### src/rtl/ifetch_unit.sv
// Instruction fetch stage: owns the PC, reads the instruction memory
// and buffers (pc, instr) pairs in a small FIFO for decode.
module ifetch_unit #(
  parameter logic [31:0] RESET_PC = 32'h0000_0000,
  parameter int          DEPTH    = 2,
  parameter int          PC_STEP  = 4
) (
  input  logic                       clk,
  input  logic                       rst_n,
  output logic [31:0]                imem_addr,
  input  logic [31:0]                imem_dout,
  input  logic                       fetch_en,
  input  logic                       redirect_valid,
  input  logic [31:0]                redirect_pc,
  output logic                       if_valid,
  input  logic                       if_ready,
  output logic [31:0]                if_instr,
  output logic [31:0]                if_pc,
  output logic [$clog2(DEPTH):0]     if_count
);

  localparam int AW = $clog2(DEPTH);
  localparam int CW = AW + 1;

  typedef enum logic {BOOT, RUN} state_t;

  state_t          state;
  logic [31:0]     pc;
  logic [31:0]     instr_q [DEPTH];
  logic [31:0]     pc_q    [DEPTH];
  logic [AW-1:0]   rd_ptr;
  logic [AW-1:0]   wr_ptr;
  logic [CW-1:0]   count;
  logic            deq;
  logic            enq;

  assign imem_addr = {2'b00, pc[31:2]};
  assign if_valid  = (count != '0);
  assign if_count  = count;
  assign if_instr  = instr_q[rd_ptr];
  assign if_pc     = pc_q[rd_ptr];

  assign deq = if_valid & if_ready;
  assign enq = (state == RUN) & fetch_en & ~redirect_valid
             & ((count < CW'(DEPTH)) | deq);

  always_ff @(posedge clk) begin
    if (!rst_n) begin
      state  <= BOOT;
      pc     <= RESET_PC & ~32'd3;
      rd_ptr <= '0;
      wr_ptr <= '0;
      count  <= '0;
      for (int i = 0; i < DEPTH; i++) begin
        instr_q[i] <= '0;
        pc_q[i]    <= '0;
      end
    end else begin
      state <= RUN;
      if (redirect_valid) begin
        // a concurrent deq has already been consumed; the rest is dropped
        pc     <= redirect_pc & ~32'd3;
        rd_ptr <= '0;
        wr_ptr <= '0;
        count  <= '0;
      end else begin
        if (enq) begin
          instr_q[wr_ptr] <= imem_dout;
          pc_q[wr_ptr]    <= pc;
          wr_ptr          <= wr_ptr + 1'b1;
          pc              <= pc + 32'(PC_STEP);
        end
        if (deq) rd_ptr <= rd_ptr + 1'b1;
        unique case (1'b1)
          enq & ~deq: count <= count + 1'b1;
          deq & ~enq: count <= count - 1'b1;
          default:    count <= count;
        endcase
      end
    end
  end

endmodule

### config.mk
export PLATFORM = sky130hd
export DESIGN_NAME = ifetch_unit
export DESIGN_NICKNAME = d
export VERILOG_FILES = /design/src/rtl/ifetch_unit.sv
export SDC_FILE = /design/constraint.sdc
export NUM_CORES = 1
export LEC_CHECK = 0
export BUFFER_PORTS_ARGS = -buffer_cell sky130_fd_sc_hd__buf_4
export CAP_MARGIN = 10
export CORE_ASPECT_RATIO = 0.6
export CORE_MARGIN = 2
export CORE_UTILIZATION = 54
export DETAILED_ROUTE_END_ITERATION = 12
export PLACE_DENSITY = 0.8
export SLEW_MARGIN = 20
export SYNTH_ARGS = -nofsm -noshare
export SYNTH_HDL_FRONTEND = slang
export SYNTH_SLANG_ARGS = --single-unit
### constraint.sdc
create_clock -name clk -period 6.87 [get_ports clk]
set_input_delay 0.3435 -clock clk [delete_from_list [all_inputs] [get_ports clk]]
set_output_delay 0.3435 -clock clk [all_outputs]
set_load 0.01 [all_outputs]
==> results of run 1 <==
==> kinds of logic (layout without fill, tap and decap cells) <==
| logic type | count (synthesis) | in the layout |
|---|---|---|
| XOR/XNOR | 30 | 30 |
| other | 1 | 4 |
| adder cells (fa/ha/maj) | 2 | 2 |
| flip-flops | 160 | 160 |
| multiplexers | 63 | 63 |
| AO/OA/AOI/OAI | 57 | 57 |
| AND/OR/NAND/NOR | 213 | 213 |
| buffers and inverters | 52 | 203 |
==> through the flow <==
step / cell area [um2] / total power, mW
2_1_floorplan: 7249 / 1.230
4_1_cts: 9153 / 2.287
3_5_place_dp: 8542 / 1.337
3_3_place_gp: 8542 / 1.330
5_1_grt: 9183 / 2.351
6_report: 9183 / 2.282
==> how the worst min path moves through the flow <==
stage,start,to,slack [ns],cells after the start
floorplan,rst_n,state$_DFF_P_,0.37,0
global placement,rd_ptr$_SDFFE_PP0P_,rd_ptr$_SDFFE_PP0P_,0.50,2
finish,redirect_pc[2],pc[2]$_SDFFE_PN0P_,0.18,2
detailed placement,rd_ptr$_SDFFE_PP0P_,register,0.51,2
global route,redirect_pc[2],pc[2]$_SDFFE_PN0P_,0.18,2
CTS,redirect_pc[2],pc[2]$_SDFFE_PN0P_,0.16,2
==> area by class of cell <==
class                           instances  area [um2]  area share (%)
Sequential cell                       160        4449           48.45
Multi-Input combinational cell        369        2625           28.59
Timing Repair Buffer                  166        1266           13.79
Clock buffer                           18       429.2           4.674
Tap cell                              170       212.7           2.316
Clock inverter                         14       181.4           1.976
Inverter                                5       18.77          0.2044
==> layer usage <==
| layer | vias to the layer above | share of wire (%) | global-route usage, % |
|---|---|---|---|
| met5 | - | 0 | 0 |
| met3 | 20 | 8.7 | 5.858 |
| met4 | 0 | 1.5 | 7.263 |
| li1 | 2392 | - | - |
| met2 | 232 | 44 | 35.08 |
| met1 | 2462 | 45 | 33.51 |
==> power by group <==
group	switching, mW	leakage [nW]	internal, mW
sequential	0.0375	1.59	1.09
combinational	0.0959	1.92	0.0979
clock	0.385	0.289	0.579
==> critical path, delay by kind of cell <==
| family | cells | cell delay (ns) |
|---|---|---|
| compound gates | 1 | 0.89 |
| buf+inv | 3 | 1.27 |
| simple gates | 1 | 0.41 |
==> registers in the layout (all words and copies together) (netlist names), named ones only <==
| register | flops |
|---|---|
| if_count | 2 |
| instr_q | 64 |
| pc | 30 |
| pc_q | 60 |
| rd_ptr | 1 |
| state | 1 |
| wr_ptr | 1 |
==> cells in the final DEF (no fill, tap or decap), types with 2 or more instances in the layout <==
master      count
o21ai_4         2
a21oi_1        21
and2_1         68
inv_1           4
clkinv_4        3
nand3_1        10
o21ai_0        28
inv_6           3
nand4_1         9
nor3_1          8
clkinvlp_4      3
xor2_1          7
nand2b_1        3
ha_1            2
buf_4         165
conb_1          4
mux2_2         62
nor2_1          7
and3_1         60
o311a_1         2
bufinv_16       3
xnor2_1        23
nor4_1         17
clkbuf_16      17
and4_1          4
nand2_1        16
dfxtp_1        34
edfxtp_1      124
or3_1           2
==> impl_metrics.ini, run 1 <==
[grt]
grt_pass1_wl_um = 25500
grt_max_degree = 66
antenna_found_initial = 0
grt_overflow_total = 0
grt_use_total_pct = 23.27
grt_pass1_vias = 4879

[layout]
n_fill_cell = 891
fin_nets = 790
postLayoutCoreUtil_pct = 70.79
final_cells = 902
drive_above_1_share_pct = 36.61
antenna_cells = 0
syn_to_final_growth_pct = 26.86

[timing]
worst_slew_pin_slew_ns = 1.040
rsz0062_at_grt = false
setup-tns-final_ns = 0
fin_crit_ns = 2.912
slew_violations = 0
relSlewSlack_pct = 30.23
finalHoldViolations = 0
fin_ws_ns = 3.958
timing.fmax_ghz = 0.3434
skew_ns = 0.008803
setup_viol = 0
hold_slack_ns = 0.1828
fin_crit_sh_pct = 42.39

[clocking]
clk_pin_slew_ns = 0.06
cts_resized = 0
postCtsSetupBuffers = 0
insertion_delay_ns = 0.41
cts_buffers = 17
cts_sinks = 160
holdBufCountCts = 0
clk_path_buf_depth = 2
cts-root-buf = clkbuf_16
cts_tree = built
htreeDepth = 4

[synth]
muxShareOfSynthArea_pct = 9.784
synth_xor_area_share_pct = 3.630
netlist_area_um2 = 7238
synth-edff-count = 124
synth-seq-cells = 160
synth.largest_area_cell = edfxtp_1
synthArstFlopShare_pct = 0
synth_top_family_by_area = simple AND/OR/NAND/NOR gates
synth-simple-area-share_pct = 17.58
synthAdderAreaFrac_pct = 0.3457
ys_seq_area_share_pct = 61.40
synth_top_area_share_pct = 51.44
syn_area_per_cell_um2 = 12.52
synth_cell_types = 39
synth.most_common_cell = edfxtp_1
synth_ff_type = edfxtp_1
ys_warn_count = 0
postSynthCellCount = 578
ys_top_cells_by_count = 124 x edfxtp_1, 68 x and2_1, 62 x mux2_2, 60 x and3_1
synth.area.top_cells = edfxtp_1 51%, dfxtp_1 10%, mux2_2 9.6%
synth_compound_area_share_pct = 4.235

[min_path]
min_path_type = in -> reg

[outcome]
run_status = finished, final reports clean

[routing]
ant_nets = 0
routedWlPerCell_um = 18.61
drc = 0
totalWireLength_um = 16790
drtPass1Iterations = 5
drt_iter0_markers = 340
routed_via_density = 5.661
vias = 5106

[worst_setup_path]
path_cells = buf_4 > clkinv_1 > nand3_1 > o21ai_4 > buf_4
r2r-end = pc_q[1][24]$_SDFFCE_PN0P_
reg2reg_slack_ns = 3.96
crit_start = redirect_valid
critPathMaxStageDelay_ns = 0.89
critical_path_class = in -> reg
crit_slowest_cell = o21ai_4
startpoint_type = input pin
r2r-start = state$_DFF_P_
worstRegToRegCells = 4
worst_path_most_repeated_cell = buf_4
setup.worst_path.end_class = register
crit_fanout = 46
crit_path_end = pc_q[1][24]$_SDFFCE_PN0P_
crit_required_ns = 6.92
cp.arrival_ns = 2.97

[placed_design]
dp.cells = 869
post-place-ws_ns = 3.526
portBuffers = 161
dp_hpwl_um = 10500
gp_congestion = 0.7830

[floorplan]
core_um2 = 12970
fp-row-count = 32
start_util_pct = 55.80
die_w_um = 153.5
ios = 168
die_h_um = 93.68
dieArea_um2 = 14380

[power_and_ir_drop]
powerDensity_nw_per_um2 = 248.6
leakagePower_nw = 3.800
peakVddDrop_mv = 0.2043

[run]
maxCapViolCount = 0
Note: power is estimated with default switching activity, not from simulation.
==> run 2: changes to the inputs <==
- CORE_UTILIZATION: 54 -> 49
- PLACE_DENSITY: 0.8 -> 0.77
- clock period: 6.87 -> 2.6 ns (I/O delays scaled with it)
==> run 2 against run 1 <==
Effect of this change:
- non-clock buffer count grew 36
- first-iteration DRC count grew 39%
- clock power grew 150%
- critical path type is now reg -> reg
==> impl_metrics.ini, run 2 (synthesis gave the netlist of run 1 again) <==
[outcome]
run_status = finished, final reports clean

[timing]
finalHoldViolations = 0
worst_slew_pin_slew_ns = 0.5927
fin_crit_ns = 2.184
relSlewSlack_pct = 60.49
setup_viol = 0
fin_crit_sh_pct = 84.01
slew_violations = 0
skew_ns = 0.006716
setup-tns-final_ns = 0
rsz0062_at_grt = false
timing.fmax_ghz = 0.4578

[grt]
grt_use_total_pct = 22.39
grt_overflow_total = 0
grt_max_degree = 61
grt_pass1_vias = 5134
grt_pass1_wl_um = 27180
antenna_found_initial = 0

[floorplan]
core_um2 = 14460
die_w_um = 160.9
start_util_pct = 50.04
fp-row-count = 34
ios = 168
dieArea_um2 = 15790
die_h_um = 98.15

[worst_setup_path]
crit_buf_inv = 0
crit_required_ns = 2.88
cp.arrival_ns = 2.46
critPathTopFamily = simple AND/OR/NAND/NOR gates
path_cells = and2_0 > nand4_1 > nor4_1 > xnor2_1 > a21oi_1
setup.worst_path.end_class = register
critical_path_class = reg -> reg
crit_fanout = 10
crit_slowest_cell = nand4_1
startpoint_type = register
critPathMaxStageDelay_ns = 0.52

[clocking]
cts-root-buf = clkbuf_16
insertion_delay_ns = 0.41
cts_buffers = 17
cts_resized = 0
clk_path_buf_depth = 2
clk_pin_slew_ns = 0.06
htreeDepth = 4
cts_tree = built
cts_sinks = 160

[placed_design]
portBuffers = 161
dp_hpwl_um = 11180
gp_congestion = 0.7897

[layout]
mostFrequentLayoutCell = buf_4
largest_reg_flops = 64
regArea_um2 = 4447
final_cell_mix = 174 x buf_4, 124 x edfxtp_1, 68 x and2_1
largestRegisters = instr_q x64, pc_q x60, pc x30
postLayoutCoreUtil_pct = 65.68
syn_to_final_growth_pct = 31.25
multi_input_area_um2 = 2625
n_fill_cell = 1095
drive_above_1_share_pct = 35.94
antenna_cells = 0
fin_nets = 826
top_register = instr_q

[power_and_ir_drop]
leakagePower_nw = 3.922
clockPowerShare_pct = 40.3
powerDensity_nw_per_um2 = 620.9
swShare_pct = 23.78
cell_internal_pwr_mw = 4.496
pwr-share-comb_pct = 9.5
p_switching_mw = 1.402
seqPwrFrac_pct = 50.2
peakVddDrop_mv = 0.3619

[routing]
routedWlPerCell_um = 17.98
routed_via_density = 5.430
drc = 0
vias = 5245
ant_nets = 0
drtPass1Iterations = 5
drt_iter0_markers = 473
totalWireLength_um = 17370

[run]
maxCapViolCount = 0

[min_path]
min_path_type = in -> reg
run 2: cell count changes in the layout (fill, tap and decap cells not counted), sizes merged:
cell,before,now
inv,8,7
dlygate4sd3,0,27
buf,166,175
bufinv,3,1
clkinvlp,3,6
run 2: through the flow:
step | total power, mW | cell area, um2 | hold WS (ns) | worst slack [ns] | cells
2_1_floorplan | 3.239 | 7257 | 0.1577 | -0.2272 | 581
3_3_place_gp | 3.524 | 8665 | 0.3709 | 0.5683 | 907
3_5_place_dp | 3.545 | 8665 | 0.3694 | 0.5553 | 907
4_1_cts | 5.931 | 9490 | 0.0001668 | 0.4442 | 965
5_1_grt | 6.102 | 9500 | 0.0003267 | 0.2473 | 966
6_report | 5.899 | 9500 | 0.007809 | 0.4157 | 966
run 2: area by class of cell:
| cell class | count | share of cell area [%] |
|---|---|---|
| clock buffers | 18 | 4.517 |
| inverters | 5 | 0.1976 |
| repair buffers | 202 | 16.80 |
| multi-input cells | 369 | 27.63 |
| well taps | 198 | 2.608 |
| flip-flops and latches | 160 | 46.81 |
| clock inverters | 14 | 1.436 |
run 2: worst paths after layout:
check	startpoint	endpoint	slack (ns)	cells past startpoint
worst min-delay path	redirect_pc[17]	pc[17]$_SDFFE_PN0P_	0.008	3
worst max-delay path	state$_DFF_P_	pc[30]$_SDFFE_PN0P_	0.42	5
worst min register to register	if_count[1]$_SDFFE_PP0P_	if_count[1]$_SDFFE_PP0P_	0.53	2
worst max register to register	state$_DFF_P_	pc[30]$_SDFFE_PN0P_	0.42	5
run 2: what timing repair did:
action	in CTS	in global routing
hold endpoints to repair	26	1
buffers inserted	0	0
hold buffers	26	1
run 2: tightest hold or removal path, cell delays in order:
cell     delay, ns
buf_4         0.08
o21ai_0       0.07
a21oi_1       0.10
run 2: metal layers:
| metal | routed length (um) | vias up | track usage (%) |
|---|---|---|---|
| met5 | 0 | - | 0 |
| met3 | 1284 | 14 | 5.438 |
| li1 | - | 2467 | - |
| met4 | 141 | 0 | 5.495 |
| met2 | 7915 | 238 | 34.00 |
| met1 | 8031 | 2526 | 32.63 |
run 2: power by group through the flow:
stage | clock [mW] | sequential, mW | combinational, mW
floorplan | 0 | 3.00 | 0.241
CTS | 2.41 | 2.96 | 0.562
detailed placement | 0 | 3.02 | 0.528
finish | 2.38 | 2.96 | 0.560
global route | 2.52 | 2.98 | 0.603
global placement | 0 | 3.01 | 0.517
